[config.mk]
export PLATFORM = sky130hd
export DESIGN_NAME = mux8_scan_seq_flat
export DESIGN_NICKNAME = d
export VERILOG_FILES = /design/src/rtl/mux8_scan_seq_if.sv /design/src/rtl/mux8_scan_seq.sv /design/src/flat_wrapper.sv
export SDC_FILE = /design/constraint.sdc
export NUM_CORES = 1
export LEC_CHECK = 0
export BUFFER_PORTS_ARGS = -buffer_cell sky130_fd_sc_hd__buf_2
export CAP_MARGIN = 20
export CORE_UTILIZATION = 45
export DETAILED_ROUTE_END_ITERATION = 12
export GPL_TIMING_DRIVEN = 0
export PLACE_DENSITY = 0.69
export SLEW_MARGIN = 5
export SYNTH_ARGS = -nofsm -noshare
export SYNTH_HDL_FRONTEND = slang
export SYNTH_SLANG_ARGS = --single-unit
[constraint.sdc]
create_clock -name clk -period 1.9 [get_ports clk]
set_input_delay 0.285 -clock clk [delete_from_list [all_inputs] [get_ports clk]]
set_output_delay 0.285 -clock clk [all_outputs]
set_load 0.02 [all_outputs]
[src/rtl/mux8_scan_seq_if.sv]
// mux8_scan_seq_if
//   Bundles the control, data and result signals between the scan sequencer
//   and its driver/observer. The downstream mux hookup (i0..i7, s0..s2,
//   mux_out) travels on the same bundle.
//
//   slave  : the sequencer (receives start/data/dir/loop/stop/mux_out,
//            drives i0..i7, s0..s2, busy, done, cap, err)
//   master : the controller/environment side (mirror image)
interface mux8_scan_seq_if;
    logic       start;
    logic [7:0] data;
    logic       dir;
    logic       loop;
    logic       stop;
    logic       mux_out;
    logic       i0, i1, i2, i3, i4, i5, i6, i7;
    logic       s0, s1, s2;
    logic       busy;
    logic       done;
    logic [7:0] cap;
    logic       err;

    modport slave (
        input  start, data, dir, loop, stop, mux_out,
        output i0, i1, i2, i3, i4, i5, i6, i7,
        output s0, s1, s2,
        output busy, done, cap, err
    );

    modport master (
        output start, data, dir, loop, stop, mux_out,
        input  i0, i1, i2, i3, i4, i5, i6, i7,
        input  s0, s1, s2,
        input  busy, done, cap, err
    );
endinterface

[src/rtl/mux8_scan_seq.sv]
// mux8_scan_seq
//   Drives an 8:1 mux: latches a byte onto i0..i7, walks the select code
//   {s0,s1,s2} (s0 = MSB) through all eight values, samples mux_out back into
//   cap at the end of each dwell, and flags err on the done pulse when the
//   captured byte differs from the driven byte.
//
//   Parameter STEP_CYCLES : dwell per select code, 1..255.
//   Ports:
//     clk  - rising-edge clock
//     rst  - asynchronous active-high reset
//     bus  - slave modport: start/data/dir/loop/stop/mux_out in,
//            i0..i7, s0..s2, busy, done, cap, err out
module mux8_scan_seq #(
    parameter int unsigned STEP_CYCLES = 1
) (
    input  logic                  clk,
    input  logic                  rst,
    mux8_scan_seq_if.slave        bus
);

    typedef enum logic [1:0] {
        S_IDLE,
        S_LOAD,
        S_RUN,
        S_DONE
    } state_t;

    localparam logic [7:0] CNT_RELOAD = 8'(STEP_CYCLES - 1);

    state_t     r_state;
    logic [7:0] r_data;
    logic       r_dir;
    logic [2:0] r_sel;
    logic [7:0] r_cnt;
    logic [7:0] r_cap;
    logic       r_err;

    state_t     w_state_nxt;
    logic [7:0] w_data_nxt;
    logic       w_dir_nxt;
    logic [2:0] w_sel_nxt;
    logic [7:0] w_cnt_nxt;
    logic [7:0] w_cap_nxt;
    logic       w_err_nxt;

    logic [2:0] w_first_in;   // first code for a scan about to be latched
    logic [2:0] w_first;      // first code for the latched direction
    logic [2:0] w_last;       // final code for the latched direction
    logic [7:0] w_cap_smp;    // cap with the current code's sample merged in

    assign w_first_in = bus.dir ? 3'b111 : 3'b000;
    assign w_first    = r_dir   ? 3'b111 : 3'b000;
    assign w_last     = r_dir   ? 3'b000 : 3'b111;

    always_ff @(posedge clk or posedge rst) begin
        if (rst) begin
            r_state <= S_IDLE;
            r_data  <= '0;
            r_dir   <= 1'b0;
            r_sel   <= '0;
            r_cnt   <= '0;
            r_cap   <= '0;
            r_err   <= 1'b0;
        end else begin
            r_state <= w_state_nxt;
            r_data  <= w_data_nxt;
            r_dir   <= w_dir_nxt;
            r_sel   <= w_sel_nxt;
            r_cnt   <= w_cnt_nxt;
            r_cap   <= w_cap_nxt;
            r_err   <= w_err_nxt;
        end
    end

    always_comb begin
        w_state_nxt = r_state;
        w_data_nxt  = r_data;
        w_dir_nxt   = r_dir;
        w_sel_nxt   = r_sel;
        w_cnt_nxt   = r_cnt;
        w_cap_nxt   = r_cap;
        w_err_nxt   = r_err;

        w_cap_smp        = r_cap;
        w_cap_smp[r_sel] = bus.mux_out;

        case (r_state)
            S_IDLE: begin
                if (bus.start && !bus.stop) begin
                    w_data_nxt  = bus.data;
                    w_dir_nxt   = bus.dir;
                    // Park on the complement so LOAD always changes the select.
                    w_sel_nxt   = ~w_first_in;
                    w_state_nxt = S_LOAD;
                end
            end
            S_LOAD: begin
                w_sel_nxt   = w_first;
                w_cnt_nxt   = CNT_RELOAD;
                w_cap_nxt   = '0;
                w_state_nxt = S_RUN;
            end
            S_RUN: begin
                if (bus.stop) begin
                    w_state_nxt = S_IDLE;
                end else if (r_cnt != 8'd0) begin
                    w_cnt_nxt = r_cnt - 8'd1;
                end else begin
                    w_cap_nxt = w_cap_smp;
                    if (r_sel == w_last) begin
                        // err must already include the final sample on the done cycle.
                        w_err_nxt   = (w_cap_smp != r_data);
                        w_state_nxt = S_DONE;
                    end else begin
                        w_sel_nxt = r_dir ? (r_sel - 3'd1) : (r_sel + 3'd1);
                        w_cnt_nxt = CNT_RELOAD;
                    end
                end
            end
            S_DONE: begin
                if (bus.loop && !bus.stop) begin
                    w_data_nxt  = bus.data;
                    w_dir_nxt   = bus.dir;
                    w_sel_nxt   = ~w_first_in;
                    w_state_nxt = S_LOAD;
                end else begin
                    w_state_nxt = S_IDLE;
                end
            end
            default: begin
                w_state_nxt = S_IDLE;
            end
        endcase
    end

    assign bus.i0   = r_data[0];
    assign bus.i1   = r_data[1];
    assign bus.i2   = r_data[2];
    assign bus.i3   = r_data[3];
    assign bus.i4   = r_data[4];
    assign bus.i5   = r_data[5];
    assign bus.i6   = r_data[6];
    assign bus.i7   = r_data[7];
    assign bus.s0   = r_sel[2];
    assign bus.s1   = r_sel[1];
    assign bus.s2   = r_sel[0];
    assign bus.busy = (r_state != S_IDLE);
    assign bus.done = (r_state == S_DONE);
    assign bus.cap  = r_cap;
    assign bus.err  = r_err;

endmodule

[src/flat_wrapper.sv]
// flat-port wrapper written by rule: the top's interface ports become plain ports
module mux8_scan_seq_flat 
#(
    parameter int unsigned STEP_CYCLES = 1
)
  (clk, rst, bus_start, bus_data, bus_dir, bus_loop, bus_stop, bus_mux_out, bus_i0, bus_i1, bus_i2, bus_i3, bus_i4, bus_i5, bus_i6, bus_i7, bus_s0, bus_s1, bus_s2, bus_busy, bus_done, bus_cap, bus_err);
  mux8_scan_seq_if bus_i ();
  input  logic clk;
  input  logic rst;
  input wire logic [$bits(bus_i.start)-1:0] bus_start;
  input wire logic [$bits(bus_i.data)-1:0] bus_data;
  input wire logic [$bits(bus_i.dir)-1:0] bus_dir;
  input wire logic [$bits(bus_i.loop)-1:0] bus_loop;
  input wire logic [$bits(bus_i.stop)-1:0] bus_stop;
  input wire logic [$bits(bus_i.mux_out)-1:0] bus_mux_out;
  output wire logic [$bits(bus_i.i0)-1:0] bus_i0;
  output wire logic [$bits(bus_i.i1)-1:0] bus_i1;
  output wire logic [$bits(bus_i.i2)-1:0] bus_i2;
  output wire logic [$bits(bus_i.i3)-1:0] bus_i3;
  output wire logic [$bits(bus_i.i4)-1:0] bus_i4;
  output wire logic [$bits(bus_i.i5)-1:0] bus_i5;
  output wire logic [$bits(bus_i.i6)-1:0] bus_i6;
  output wire logic [$bits(bus_i.i7)-1:0] bus_i7;
  output wire logic [$bits(bus_i.s0)-1:0] bus_s0;
  output wire logic [$bits(bus_i.s1)-1:0] bus_s1;
  output wire logic [$bits(bus_i.s2)-1:0] bus_s2;
  output wire logic [$bits(bus_i.busy)-1:0] bus_busy;
  output wire logic [$bits(bus_i.done)-1:0] bus_done;
  output wire logic [$bits(bus_i.cap)-1:0] bus_cap;
  output wire logic [$bits(bus_i.err)-1:0] bus_err;
  assign bus_i.start = bus_start;
  assign bus_i.data = bus_data;
  assign bus_i.dir = bus_dir;
  assign bus_i.loop = bus_loop;
  assign bus_i.stop = bus_stop;
  assign bus_i.mux_out = bus_mux_out;
  assign bus_i0 = bus_i.i0;
  assign bus_i1 = bus_i.i1;
  assign bus_i2 = bus_i.i2;
  assign bus_i3 = bus_i.i3;
  assign bus_i4 = bus_i.i4;
  assign bus_i5 = bus_i.i5;
  assign bus_i6 = bus_i.i6;
  assign bus_i7 = bus_i.i7;
  assign bus_s0 = bus_i.s0;
  assign bus_s1 = bus_i.s1;
  assign bus_s2 = bus_i.s2;
  assign bus_busy = bus_i.busy;
  assign bus_done = bus_i.done;
  assign bus_cap = bus_i.cap;
  assign bus_err = bus_i.err;
  mux8_scan_seq #(.STEP_CYCLES(STEP_CYCLES)) u_core (.clk(clk), .rst(rst), .bus(bus_i));
endmodule
==> impl_metrics.yaml <==
drt:
  drt_iter0_drc: 159
  firstDrtPassIters: 4
  wire_per_inst_um: 16.57
  drc_errors: 0
  num_vias: 2003
  viasPerCell: 5.789
  antenna_left: 0
  drt-total-wl_um: 5732
synth:
  synth_xor_area_share_pct: 5.015
  synth_top_area_share_pct: 37.01
  synthesis.area_mm2: 0.002096
  synth_nets: 248
  async_flop_share_pct: 100.0
  synth_compound_area_share_pct: 18.33
  synth_edf_count: 0
  ys_seq_area_share_pct: 37.01
  yosysWarnings: 0
  synthMuxAreaShare_pct: 9.313
  ys_ff_latch: 31
  ys_types: 50
  ys_top_cells_by_area: "dfrtp_1, mux2_2, ha_1"
  syn_inst: 224
  synth_flop_cell: "dfrtp_1"
  yosys.area_share.simple_pct: 19.52
  synth_adder_area_share_pct: 5.731
  synth_top_family_by_area: "simple AND/OR/NAND/NOR gates"
  yosysTopAreaCell: "dfrtp_1"
  syn_area_per_cell_um2: 9.356
cells_and_area:
  final_cell_mix: "buf_2, dfrtp_1, buf_4"
  finalNetCount: 317
  fin_cells: 346
  drive_gt1_share_pct: 42.18
  layout_commonest_cell: "buf_2"
  syn_to_final_growth_pct: 36.60
  diodes: 0
clock_network:
  path_clk_slew_ns: 0.07
  clk_latency_ns: 0.29
  clkSinkCount: 31
  cts_inserted_buffers: 5
  hold_buffers: 0
  ctsLongestPathBuffers: 2
  cts_tree: "yes"
  cts-root-buf: "clkbuf_8"
  htreeDepth: 2
outcome:
  violations: "negative setup slack"
  status: "complete, but fails checks"
hold_path:
  hold_path_class: "in2async"
timing:
  period_share_pct: 105.3
  slew-limit-headroom_pct: 65.20
  slew_viol_final: 0
  finClkSkew_ns: 0.005113
  setup_viol: 9
  timing.hold.ws_ns: 0.01152
  rsz0062_at_grt: "yes"
  layout_setup_ws_ns: -0.1004
  hold_viol: 0
  worst_pin_slew_ns: 0.5215
  fin_crit_ns: 2.000
  maxClockFrequency_mhz: 499.9
worst_setup_path:
  worstSetupStartpointType: "flop"
  path_class: "reg2reg"
  worstPathRequired_ns: 2.08
  crit_path_end_kind: "flop"
  critPathArrivalTime_ns: 2.18
  path_max_fanout: 6
job:
  max_cap_viol_count: 0
global_route:
  grt_overflow: 0
  grt_first_pass_wirelength_um: 9114
  grt_max_degree: 23
  track_usage_pct: 23.63
  grt_pass1_vias: 1863
  antenna_found_initial: 0
power:
  p_int_mw: 3.269
  clkPwrFrac_pct: 11.9
  ir_worst_vdd_v: 0.001112
  powerDensity_mw_per_mm2: 2043
  p_comb_share_pct: 67.5
  p_leak_nw: 1.301
  pwr-share-seq_pct: 20.5
  switching_share_pct: 44.11
  p_switching_mw: 2.580
placement:
  hpwlAfterDp_um: 3694
  place_inst: 312
  dpl_worst_slack_ns: -0.3603
  place_congestion: 0.8763
  place.port_buffers: 35
die:
  die_w_um: 70.25
  core_area_mm2: 0.004414
  dieArea_mm2: 0.004934
  die-height_um: 70.25
  io_pins: 37
  start_util_pct: 47.48
  fp-row-count: 24
==> worst max-delay path: stages, from the launching register on <==
cell and delay (ns):
dfrtp_2 0.46, ha_4 0.23, and4bb_2 0.25, buf_6 0.12, o211ai_1 0.22, nand4_1 0.22
o21a_1 0.22, o22a_1 0.16
==> cells by family (layout without fill, tap and decap cells) <==
logic type	count (synthesis)	in the layout
buffers and inverters	26	96
DFF	31	31
AOI/OAI and AO/OA	58	58
and+or+nand+nor	70	70
adders and majority gates	9	9
muxes	18	18
xor gates and xnor gates	12	12
==> per-layer routing <==
metal  global-route usage (%)  part of all wire [%]  up-vias
met5                        0                     0        -
met4                    7.556                   1.2        0
met3                    4.473                   5.9        6
met2                    35.03                    47       67
met1                    34.63                    46      980
li1                         -                     -      950
==> Yosys cell counts, drive strengths merged (6+ instances only) <==
cell type  count
dfrtp         31
a21oi         18
inv           18
nor2          14
mux2          12
nand2         12
o22ai         10
nor2b          9
ha             8
xor2           7
mux2i          6
nand3b         6
o21ai          6
==> flip-flops by register name, indices dropped and copies added, names as in the netlist <==
register,count
u_core.r_cnt,8
u_core.bus.cap,8
u_core.bus.err,1
u_core.r_state,2
u_core.r_sel,3
u_core.r_data,8
u_core.r_dir,1
==> per-stage QoR <==
step                utilization (%)  instance area, um^2  total power [mW]  TNS [ns]
finish                        64.85                 2863             5.849   -0.3998
global route                  64.85                 2863             6.246    -1.328
CTS                           60.35                 2664             5.241   -0.2345
detailed placement            54.02                 2385             4.037    -4.338
global placement              53.40                 2357             3.974    -3.741
floorplan                         -                 2117             3.322         0
==> final cells by class <==
cell class / count / area [um^2]
plain buffers: 7 / 42.54
well taps: 52 / 65.06
clock buffers: 6 / 82.58
fillers: 357 / 1551
flip-flops and latches: 31 / 779.5
clock inverters: 2 / 35.03
multi-input cells: 167 / 1344
repair buffers: 63 / 442.9
inverters: 18 / 71.32
==> timing repair <==
action                     4_1_cts  5_1_grt
buffers inserted                17        9
gates resized for setup          9       31
setup endpoints to repair       28       22
cloned                           0        1
pin swaps                       12       13
==> path summary, 6_finish.rpt <==
path                                   startpoint           endpoint  slack, ns  depth (start not counted)
worst max register to register    u_core.r_sel[1]    u_core.r_cnt[6]      -0.10                          7
worst min register to register  u_core.bus.cap[6]  u_core.bus.cap[6]       0.57                          2
worst min-delay path                          rst  u_core.r_state[0]       0.01                          2
max in group asynchronous                     rst       u_core.r_dir       1.39                          3
worst max-delay path              u_core.r_sel[1]    u_core.r_cnt[6]      -0.10                          7
min in group clk                      bus_data[4]   u_core.r_data[4]       0.20                          3
==> power by group through the flow <==
stage	logic, mW	registers (mW)	clock network, mW
after floorplan	2.00	1.32	0
after global placement	2.75	1.22	0
after detailed placement	2.80	1.23	0
after CTS	3.35	1.19	0.706
after global routing	4.26	1.25	0.733
final	3.95	1.20	0.698
Power figures use the tool's default switching activity.
